--- src/rtl/s4ga_pipe.sv ---
// s4ga_pipe: serial LUT-frame evaluator; each record (K index fields, then a mask) yields one LUT output bit.
// Optional S4GA_PIPE_SNAPSHOT_EN makes out a register captured at frame end instead of a live view.
module s4ga_pipe #(
  parameter int N     = 64,
  parameter int K     = 5,
  parameter int SI_W  = 4,
  parameter int OUT_W = 8
) (
  input  logic             clk,
  input  logic             rst,
  input  logic [SI_W-1:0]  si,
  input  logic             si_valid,
  output logic [OUT_W-1:0] out,
  output logic             lut_valid,
  output logic             frame_done
);

  localparam int N_W       = $clog2(N);
  localparam int MASK_W    = 1 << K;
  localparam int IDX_SEGS  = (N_W + SI_W - 1) / SI_W;
  localparam int MASK_SEGS = (MASK_W + SI_W - 1) / SI_W;
  localparam int MAX_SEGS  = (IDX_SEGS > MASK_SEGS) ? IDX_SEGS : MASK_SEGS;
  localparam int ACC_W     = MAX_SEGS * SI_W;
  localparam int SEG_W     = (MAX_SEGS > 1) ? $clog2(MAX_SEGS) : 1;
  localparam int K_W       = $clog2(K + 1);

  logic [N-1:0]     r_luts;
  logic [K-1:0]     r_ins;
  logic [N_W-1:0]   r_n;
  logic [K_W-1:0]   r_k;
  logic [SEG_W-1:0] r_seg;
  logic [ACC_W-1:0] r_acc;
  logic             r_lut_valid;
  logic             r_frame_done;

  logic [ACC_W-1:0]  w_field;
  logic [N_W-1:0]    w_idx;
  logic [MASK_W-1:0] w_mask;
  logic              w_idx_phase;
  logic              w_seg_last;
  logic              w_lut_bit;
  logic              w_eval_bit;
  logic              w_eval;
  logic [N-1:0]      w_luts_nxt;

  // Field assembled MSB-segment first; the low bits of a field never contain stale segments.
  assign w_field     = (r_acc << SI_W) | ACC_W'(si);
  assign w_idx       = w_field[N_W-1:0];
  assign w_mask      = w_field[MASK_W-1:0];
  assign w_idx_phase = (r_k < K_W'(K));
  assign w_seg_last  = w_idx_phase ? (r_seg == SEG_W'(IDX_SEGS - 1))
                                   : (r_seg == SEG_W'(MASK_SEGS - 1));
  assign w_lut_bit   = r_luts[w_idx];
  assign w_eval_bit  = w_mask[r_ins];
  assign w_eval      = si_valid && !w_idx_phase && w_seg_last;
  assign w_luts_nxt  = N'({r_luts, w_eval_bit});

  always_ff @(posedge clk or posedge rst) begin
    if (rst) begin
      r_luts       <= '0;
      r_ins        <= '0;
      r_n          <= '0;
      r_k          <= '0;
      r_seg        <= '0;
      r_acc        <= '0;
      r_lut_valid  <= 1'b0;
      r_frame_done <= 1'b0;
    end else begin
      r_lut_valid  <= 1'b0;
      r_frame_done <= 1'b0;
      if (si_valid) begin
        r_acc <= w_field;
        if (!w_seg_last) begin
          r_seg <= r_seg + SEG_W'(1);
        end else begin
          r_seg <= '0;
          if (w_idx_phase) begin
            r_ins <= K'({r_ins, w_lut_bit});
            r_k   <= r_k + K_W'(1);
          end else begin
            r_luts       <= w_luts_nxt;
            r_k          <= '0;
            r_lut_valid  <= 1'b1;
            r_frame_done <= (r_n == N_W'(N - 1));
            r_n          <= r_n + N_W'(1);
          end
        end
      end
    end
  end

  assign lut_valid  = r_lut_valid;
  assign frame_done = r_frame_done;

`ifdef S4GA_PIPE_SNAPSHOT_EN
  logic [OUT_W-1:0] r_out;

  // Captured on the same edge that raises frame_done, so out and the pulse line up.
  always_ff @(posedge clk or posedge rst) begin
    if (rst) begin
      r_out <= '0;
    end else if (w_eval && (r_n == N_W'(N - 1))) begin
      r_out <= w_luts_nxt[OUT_W-1:0];
    end
  end

  assign out = r_out;
`else
  assign out = r_luts[OUT_W-1:0];
`endif

endmodule

--- config.mk ---
export PLATFORM = sky130hd
export DESIGN_NAME = s4ga_pipe
export DESIGN_NICKNAME = d
export VERILOG_FILES = /design/src/rtl/s4ga_pipe.sv
export SDC_FILE = /design/constraint.sdc
export NUM_CORES = 1
export LEC_CHECK = 0
export CAP_MARGIN = 10
export CORE_MARGIN = 4
export CORE_UTILIZATION = 55
export CTS_BUF_LIST = sky130_fd_sc_hd__clkbuf_16
export DETAILED_ROUTE_END_ITERATION = 7
export PLACE_DENSITY = 0.76
export SYNTH_ARGS = -nofsm -noshare
export SYNTH_HDL_FRONTEND = slang
export SYNTH_SLANG_ARGS = --single-unit
--- constraint.sdc ---
create_clock -name clk -period 3.2 [get_ports clk]
set_input_delay 0.48 -clock clk [delete_from_list [all_inputs] [get_ports clk]]
set_output_delay 0.48 -clock clk [all_outputs]
set_load 0.005 [all_outputs]
Word level (Yosys, flattened, before mapping)
Index checks and enable logic that the tools add are counted.

Word-level logic and storage cells: 35. Bits in registers: 111. Output and inout port bits: 10.

Reductions and logical operators: 3. Equal/unequal tests: 3. $lt $le $gt $ge: 3. Muxes and demuxes: 13. Add/subtract/negate cells: 3. Bitwise operators: 2.

Operators with widths (number): bitwise OR 32 x 4 -> 32 bit (1); two-way mux 1 bit (9); < comparator 6 x 7 -> 1 bit, second input constant (1); adder 3 x 1 -> 3 bit, second input constant (2); adder 6 x 1 -> 6 bit, second input constant (1); binary-select mux 1 bit (select 6 bit) (1); equality test 6 bit, second input constant (1); < comparator 5 x 6 -> 1 bit, second input constant (1); two-way mux 3 bit (2); AND reduction 3 bit (2); binary-select mux 1 bit (select 5 bit) (1); equality test 3 x 1 -> 1 bit, second input constant (1); equality test 3 bit, second input constant (1); < comparator 3 bit, second input constant (1); AND reduction 2 bit (1); NOT 1 bit (1).

Depth between registers and ports, before layout
Gate-level depths: netlist of the first run.

Word-level depth: 4. Depth in mapped cells: 7. Gate-level depth less buffers: 5.

Worst setup path before layout of the first run
OpenSTA, ideal clock, no wires.

Path kind: input -> register. Start: input si[2]. End: register r_ins[0]. Stages on the path: 6. Data arrival time: 1.982 ns. Setup slack: 1.089 ns. Data required time: 3.071 ns. Cells stage by stage: clkbuf_1 -> clkbuf_1 -> mux4_1 -> mux4_2 -> mux2i_1 -> o22ai_1.

Longest elaborated chain between the ends: 3.

Ends and longest elaborated chain: start, declared (RTL line 11) `input logic [SI_W-1:0] si,`; bitwise OR 32 x 4 -> 32 bit (RTL line 47) `assign w_field = (r_acc << SI_W) | ACC_W'(si);`; binary-select mux 1 bit (select 6 bit) (RTL line 53) `assign w_lut_bit = r_luts[w_idx];`; two-way mux 1 bit (not written as such) (RTL line 53); end signal, assigned (RTL line 78) `r_ins <= K'({r_ins, w_lut_bit});`; end, declared (RTL line 28) `logic [K-1:0] r_ins;`.

Every way passes these cells. The select of a mux whose other input is x is not followed. A chain may end at the register's enable or synchronous reset.

Worst setup path in the final report of the first run
Start: input si[1]. End: register r_ins[0].

Same word-level chain as after synthesis.

==> results of run 1 <==
==> power groups by stage <==
stage | registers, W | logic (W) | clock network, W
6_report | 0.00170 | 0.000458 | 0.00103
5_1_grt | 0.00172 | 0.000514 | 0.00112
4_1_cts | 0.00170 | 0.000467 | 0.00106
3_5_place_dp | 0.00172 | 0.000466 | 0
3_3_place_gp | 0.00171 | 0.000443 | 0
2_1_floorplan | 0.00166 | 0.000398 | 0
==> Yosys cell counts <==
library cell / number / area (µm²)
a211oi_2: 1 / 12.5
a21oi_1: 1 / 5.00
a22oi_1: 1 / 7.51
a31oi_1: 1 / 6.26
and3_1: 3 / 18.8
buf_2: 10 / 50.1
buf_4: 9 / 67.6
buf_6: 1 / 11.3
clkbuf_1: 10 / 37.5
dfrtp_1: 111 / 2780
ha_1: 3 / 37.5
inv_1: 2 / 7.51
mux2_2: 95 / 1070
mux2i_1: 10 / 100
mux4_1: 7 / 184
mux4_2: 19 / 428
nand2_1: 11 / 41.3
nand3_1: 1 / 5.00
nand3b_1: 3 / 22.5
nand4_1: 2 / 12.5
nor2_1: 8 / 30.0
nor3_1: 2 / 10.0
o211ai_1: 1 / 7.51
o21a_1: 1 / 7.51
o21ai_0: 8 / 40.0
o21ba_2: 1 / 10.0
o21bai_1: 1 / 7.51
o22ai_1: 1 / 6.26
or4_1: 1 / 7.51
xnor2_1: 3 / 26.3
xor2_1: 4 / 35.0
==> state kept, by name, indices dropped and copies added, names as in the netlist <==
signal      count
r_luts         64
r_acc          28
r_n             6
r_ins           5
r_k             3
r_seg           3
frame_done      1
lut_valid       1
==> kinds of logic (layout without fill, tap and decap cells) <==
group | Yosys count | in the layout
xor gates and xnor gates | 7 | 7
AOI/OAI and AO/OA | 17 | 17
adders and majority gates | 3 | 3
buffers and inverters | 32 | 43
DFF | 111 | 111
muxes | 131 | 131
and+or+nand+nor | 31 | 31
==> per-layer routing <==
metal	routed length, µm	vias up	global-route usage [%]
met5	0	-	0
met4	70	0	3.99
met3	185	6	4.84
met2	3950	23	25.6
met1	3830	1415	23.3
li1	-	1234	-
==> final cells by class <==
class	instances	area [µm²]	area share [%]
flip-flops and latches	111	2780	49.6
multi-input cells	189	2140	38.2
repair buffers	26	260	4.65
clock buffers	9	225	4.02
well taps	108	135	2.41
clock inverters	6	47.5	0.850
inverters	2	11.3	0.201
==> worst max-delay path by stage <==
stage / end / slack, ns / cells past startpoint
detailed placement: r_ins[0] / 0.45 / 5
global route: r_ins[0] / 0.74 / 5
floorplan: r_ins[0] / 1.09 / 6
global placement: r_ins[0] / 0.52 / 5
CTS: r_ins[0] / 0.82 / 5
finish: r_ins[0] / 0.82 / 5
==> stage by stage <==
| stage | total power, W | area [µm²] | hold slack [ns] | worst slack, ns |
|---|---|---|---|---|
| after floorplan | 0.00205 | 5090 | 0.442 | 1.09 |
| after global placement | 0.00216 | 5320 | 0.458 | 0.522 |
| after detailed placement | 0.00219 | 5320 | 0.460 | 0.454 |
| after CTS | 0.00322 | 5600 | 0.479 | 0.822 |
| after global routing | 0.00336 | 5600 | 0.510 | 0.740 |
| final | 0.00319 | 5600 | 0.477 | 0.818 |
==> flow_metrics.py, run 1 <==
metrics = {
    "status": {
        "status": "finished clean",
    },
    "flow_run": {
        "maxCapViolations": 0,
    },
    "sta": {
        "setup_viol": 0,
        "setup_tns_ns": 0,
        "fin_crit_sh_pct": 74.4,
        "worstMarginPinSlew_ns": 0.822,
        "clock-skew-final_ns": 0.00789,
        "rsz0062_at_grt": "false",
        "maxSlewHeadroom_pct": 45.1,
        "max_freq_mhz": 420,
        "hold_violations": 0,
        "finalMaxSlewViolations": 0,
        "finalCriticalPeriod_ns": 2.38,
    },
    "worst_setup_path": {
        "cpPeakStageDelay_ns": 0.75,
        "cp_max_fo": 8,
        "cp.arrival_ns": 2.60,
        "path_buf_inv": 1,
        "crit_chain": "clkdlybuf4s50_1 -> mux4_1 -> mux4_2 -> a211oi_2 -> o22ai_1",
        "critical_path.startpoint": "si[1]",
        "endpoint_kind": "register",
        "startpoint_type": "input pin",
        "cp_top_family": "multiplexers",
        "worst_ep_required_time_ns": 3.42,
        "path_class": "input pin to register",
        "reg2reg_slack_ns": 1.24,
        "r2r_end": "r_luts[0]",
        "cp_slowest_cell": "clkdlybuf4s50_1",
        "r2r_start": "r_ins[0]",
        "r2r.worst_path.cells": 4,
    },
    "routing": {
        "wire_per_inst_um": 17.8,
        "dr.first_iter.drc_count": 91,
        "drt_wl_total_um": 8030,
        "ant_nets": 0,
        "firstDrtPassIters": 4,
        "vias": 2678,
        "drc": 0,
        "viasPerCell": 5.94,
    },
    "clock_network": {
        "cts_sinks": 111,
        "postCtsSetupBuffers": 0,
        "cts_hold_buf": 0,
        "clkLatencyLatePin_ns": 0.34,
        "cts_tree": "done",
        "ctsRootBufferMaster": "clkbuf_16",
        "cts.repair.resized": 0,
        "cts_buffers": 9,
        "h-tree-depth": 3,
        "cts.clk_slew.worst_paths_ns": 0.07,
        "clockBufferDepth": 2,
    },
    "pwr": {
        "combPwrFrac_pct": 14.4,
        "ir_drop_mv": 0.328,
        "powerDensity_nw_per_um2": 570,
        "p_switching_w": 0.000840,
        "total_leakage_power_nw": 2.59,
        "p_int_w": 0.00235,
        "clkPwrFrac_pct": 32.4,
        "swShare_pct": 26.3,
        "p_seq_share_pct": 53.2,
    },
    "yosys": {
        "yosys.area_share.simple_pct": 2.90,
        "synth_top_family_by_area": "multiplexers",
        "synth-seq-cells": 111,
        "seq_area_frac_synth_pct": 54.6,
        "synth-xor-area-share_pct": 1.20,
        "synthCells": 332,
        "syn_nets": 342,
        "syn-cell-area_um2": 5090,
        "synthMuxAreaShare_pct": 35.0,
        "synth_compound_area_share_pct": 2.16,
        "synth-adder-area-share_pct": 0.737,
        "yosys_warnings": 0,
        "synth_cell_types": 31,
        "synth.avg_cell_area_um2": 15.3,
    },
    "placement": {
        "routabilityCongestion": 0.771,
        "port_buffers": 16,
        "dp.final_hpwl_um": 5520,
        "placed_cells": 436,
    },
    "floorplanning": {
        "dieArea_um2": 10900,
        "fp-row-count": 34,
        "dieWidth_um": 104,
        "io-pin-count": 17,
        "fp.dieH_um": 104,
        "design.core.area_um2": 8850,
        "start_util_pct": 57.5,
    },
    "layout": {
        "layout.cells.non_filler": 451,
        "area_growth_pct": 9.96,
        "antennaDiodeCount": 0,
        "fillerInstances": 644,
        "final_common_cell": "dfrtp_1",
        "drive_above_1_share_pct": 41.4,
        "nets": 349,
        "final_cell_mix": "111 x dfrtp_1, 95 x mux2_2, 19 x mux4_2",
        "final_util_pct": 63.2,
    },
    "global_route": {
        "gr-total-overflow": 0,
        "grt_pass1_wl_um": 14400,
        "antenna_found_initial": 0,
        "track_usage_pct": 16.5,
        "first_global_vias": 2809,
        "grt_max_degree": 72,
    },
    "hold_path": {
        "whs_endpoint": "r_n[5]",
        "min-delay-start": "r_n[5]",
        "holdPathStages": 1,
        "hold_class": "register to register",
    },
}
Note: power is estimated with default switching activity, not from simulation.
==> run 2: changes to the inputs <==
--- a/config.mk
+++ b/config.mk
@@ -10,7 +10,7 @@
 export CORE_UTILIZATION = 55
 export CTS_BUF_LIST = sky130_fd_sc_hd__clkbuf_16
 export DETAILED_ROUTE_END_ITERATION = 7
-export PLACE_DENSITY = 0.76
+export PLACE_DENSITY = 0.73
 export SYNTH_ARGS = -nofsm -noshare
 export SYNTH_HDL_FRONTEND = slang
 export SYNTH_SLANG_ARGS = --single-unit
==> constraint.sdc (replaced) <==
create_clock -name clk -period 2.2 [get_ports clk]
set_input_delay 0.33 -clock clk [delete_from_list [all_inputs] [get_ports clk]]
set_output_delay 0.33 -clock clk [all_outputs]
set_load 0.005 [all_outputs]
==> run 2 against run 1 <==
  * Register-to-register slack worse by 0.94 ns
  * Critical path depth rose by 1
  * Sequential share of layout area shrank 0.98 points
  * Largest power group unchanged
  * Highest routed layer unchanged
  * Flip-flop and latch count is the same
  * Clock-buffer cell count stayed put
==> flow_metrics.py, run 2 (same netlist as run 1, synthesis figures left out) <==
metrics = {
    "routing": {
        "wire_per_inst_um": 17.7,
        "dr.first_iter.drc_count": 132,
        "firstDrtPassIters": 7,
        "drt_wl_total_um": 8100,
        "viasPerCell": 5.83,
        "vias": 2664,
        "drc": 0,
        "ant_nets": 0,
    },
    "worst_setup_path": {
        "path_class": "input pin to register",
        "endpoint_kind": "register",
        "worst_ep_required_time_ns": 2.43,
        "reg2reg_slack_ns": 0.30,
        "cp_max_fo": 9,
        "cp.arrival_ns": 2.30,
        "startpoint_type": "input pin",
    },
    "sta": {
        "finalCriticalPeriod_ns": 2.07,
        "clock-skew-final_ns": 0.0130,
        "fin_ws_ns": 0.131,
        "maxSlewHeadroom_pct": 60.4,
        "setup_viol": 0,
        "finalMaxSlewViolations": 0,
        "rsz0062_at_grt": "false",
        "worstMarginPinSlew_ns": 0.594,
        "hold_violations": 0,
        "fin_crit_sh_pct": 94.0,
        "max_freq_mhz": 483,
    },
    "placement": {
        "routabilityCongestion": 0.722,
        "dp.final_hpwl_um": 5350,
        "pre_cts_slack_ns": -0.221,
        "port_buffers": 16,
    },
    "pwr": {
        "ir_drop_mv": 0.501,
        "total_leakage_power_nw": 2.65,
        "powerDensity_nw_per_um2": 855,
        "fin_total_pwr_w": 0.00488,
    },
    "layout": {
        "drive_above_1_share_pct": 42.7,
        "nets": 354,
        "max_flop_register": "r_luts",
        "area_growth_pct": 12.2,
        "final_cell_mix": "111 x dfrtp_1, 95 x mux2_2, 19 x mux4_2",
        "final_common_cell": "dfrtp_1",
        "final_util_pct": 64.5,
        "largest_reg_flops": 64,
        "antennaDiodeCount": 0,
        "top_regs": "r_luts (64), r_acc (28), r_n (6)",
    },
    "status": {
        "status": "finished clean",
    },
    "clock_network": {
        "cts.repair.resized": 0,
        "h-tree-depth": 3,
        "postCtsSetupBuffers": 0,
        "cts_hold_buf": 0,
        "cts_tree": "done",
        "cts_sinks": 111,
        "ctsRootBufferMaster": "clkbuf_16",
        "cts.clk_slew.worst_paths_ns": 0.08,
        "clkLatencyLatePin_ns": 0.35,
        "cts_buffers": 9,
        "clockBufferDepth": 2,
    },
    "global_route": {
        "antenna_found_initial": 0,
        "first_global_vias": 2831,
        "grt_pass1_wl_um": 14400,
        "grt_max_degree": 112,
        "track_usage_pct": 16.5,
        "gr-total-overflow": 0,
    },
    "floorplanning": {
        "start_util_pct": 57.5,
        "design.core.area_um2": 8850,
        "dieWidth_um": 104,
        "fp-row-count": 34,
        "io-pin-count": 17,
        "dieArea_um2": 10900,
        "fp.dieH_um": 104,
    },
    "hold_path": {
        "hold_class": "register to register",
    },
    "flow_run": {
        "maxCapViolations": 0,
    },
}
==> run 2: worst paths after layout <==
check	from	end	depth (start not counted)
hold / removal	r_n[5]	r_n[5]	1
min in group asynchronous	rst	frame_done	3
max in group asynchronous	rst	r_luts[7]	3
setup / recovery	si[1]	r_ins[0]	6
setup reg to reg	r_ins[0]	r_luts[0]	4
hold reg to reg	r_n[5]	r_n[5]	1
==> run 2: routing by layer <==
metal  global-route usage [%]  share of wire (%)
met1                     23.3                 49
met5                        0                  0
met3                     4.47                2.3
met2                     25.4                 48
met4                     4.84                1.4
==> run 2: area by class of cell <==
type	instances	area, µm²
sequential	111	2780
timing repair buffer	31	310
inverter	2	11.3
clock buffer	9	225
clock inverter	7	110
multi-input combinational	189	2140
tap	108	135
fill	646	3140
==> run 2: critical path, stage by stage <==
cell and delay (ns):
clkdlybuf4s50_1 0.45, buf_4 0.18, mux4_1 0.60, mux4_2 0.48
mux2i_1 0.17, o22ai_1 0.08
==> run 2: where the power goes <==
group          total (W)  switching [W]  leakage (nW)  internal (W)
registers        0.00246       0.000206          1.48       0.00225
clock network    0.00174       0.000812         0.162      0.000933
logic           0.000677       0.000278          1.00      0.000398
total            0.00488        0.00130          2.65       0.00359
==> run 2: per-stage QoR <==
stage	setup TNS, ns	instances	area, µm²	hold WS, ns
final	0	457	5710	0.470
after global routing	0	457	5710	0.496
after CTS	0	457	5710	0.473
after detailed placement	-0.221	441	5370	0.459
after global placement	-0.175	441	5370	0.458
after floorplan	0	332	5090	0.442
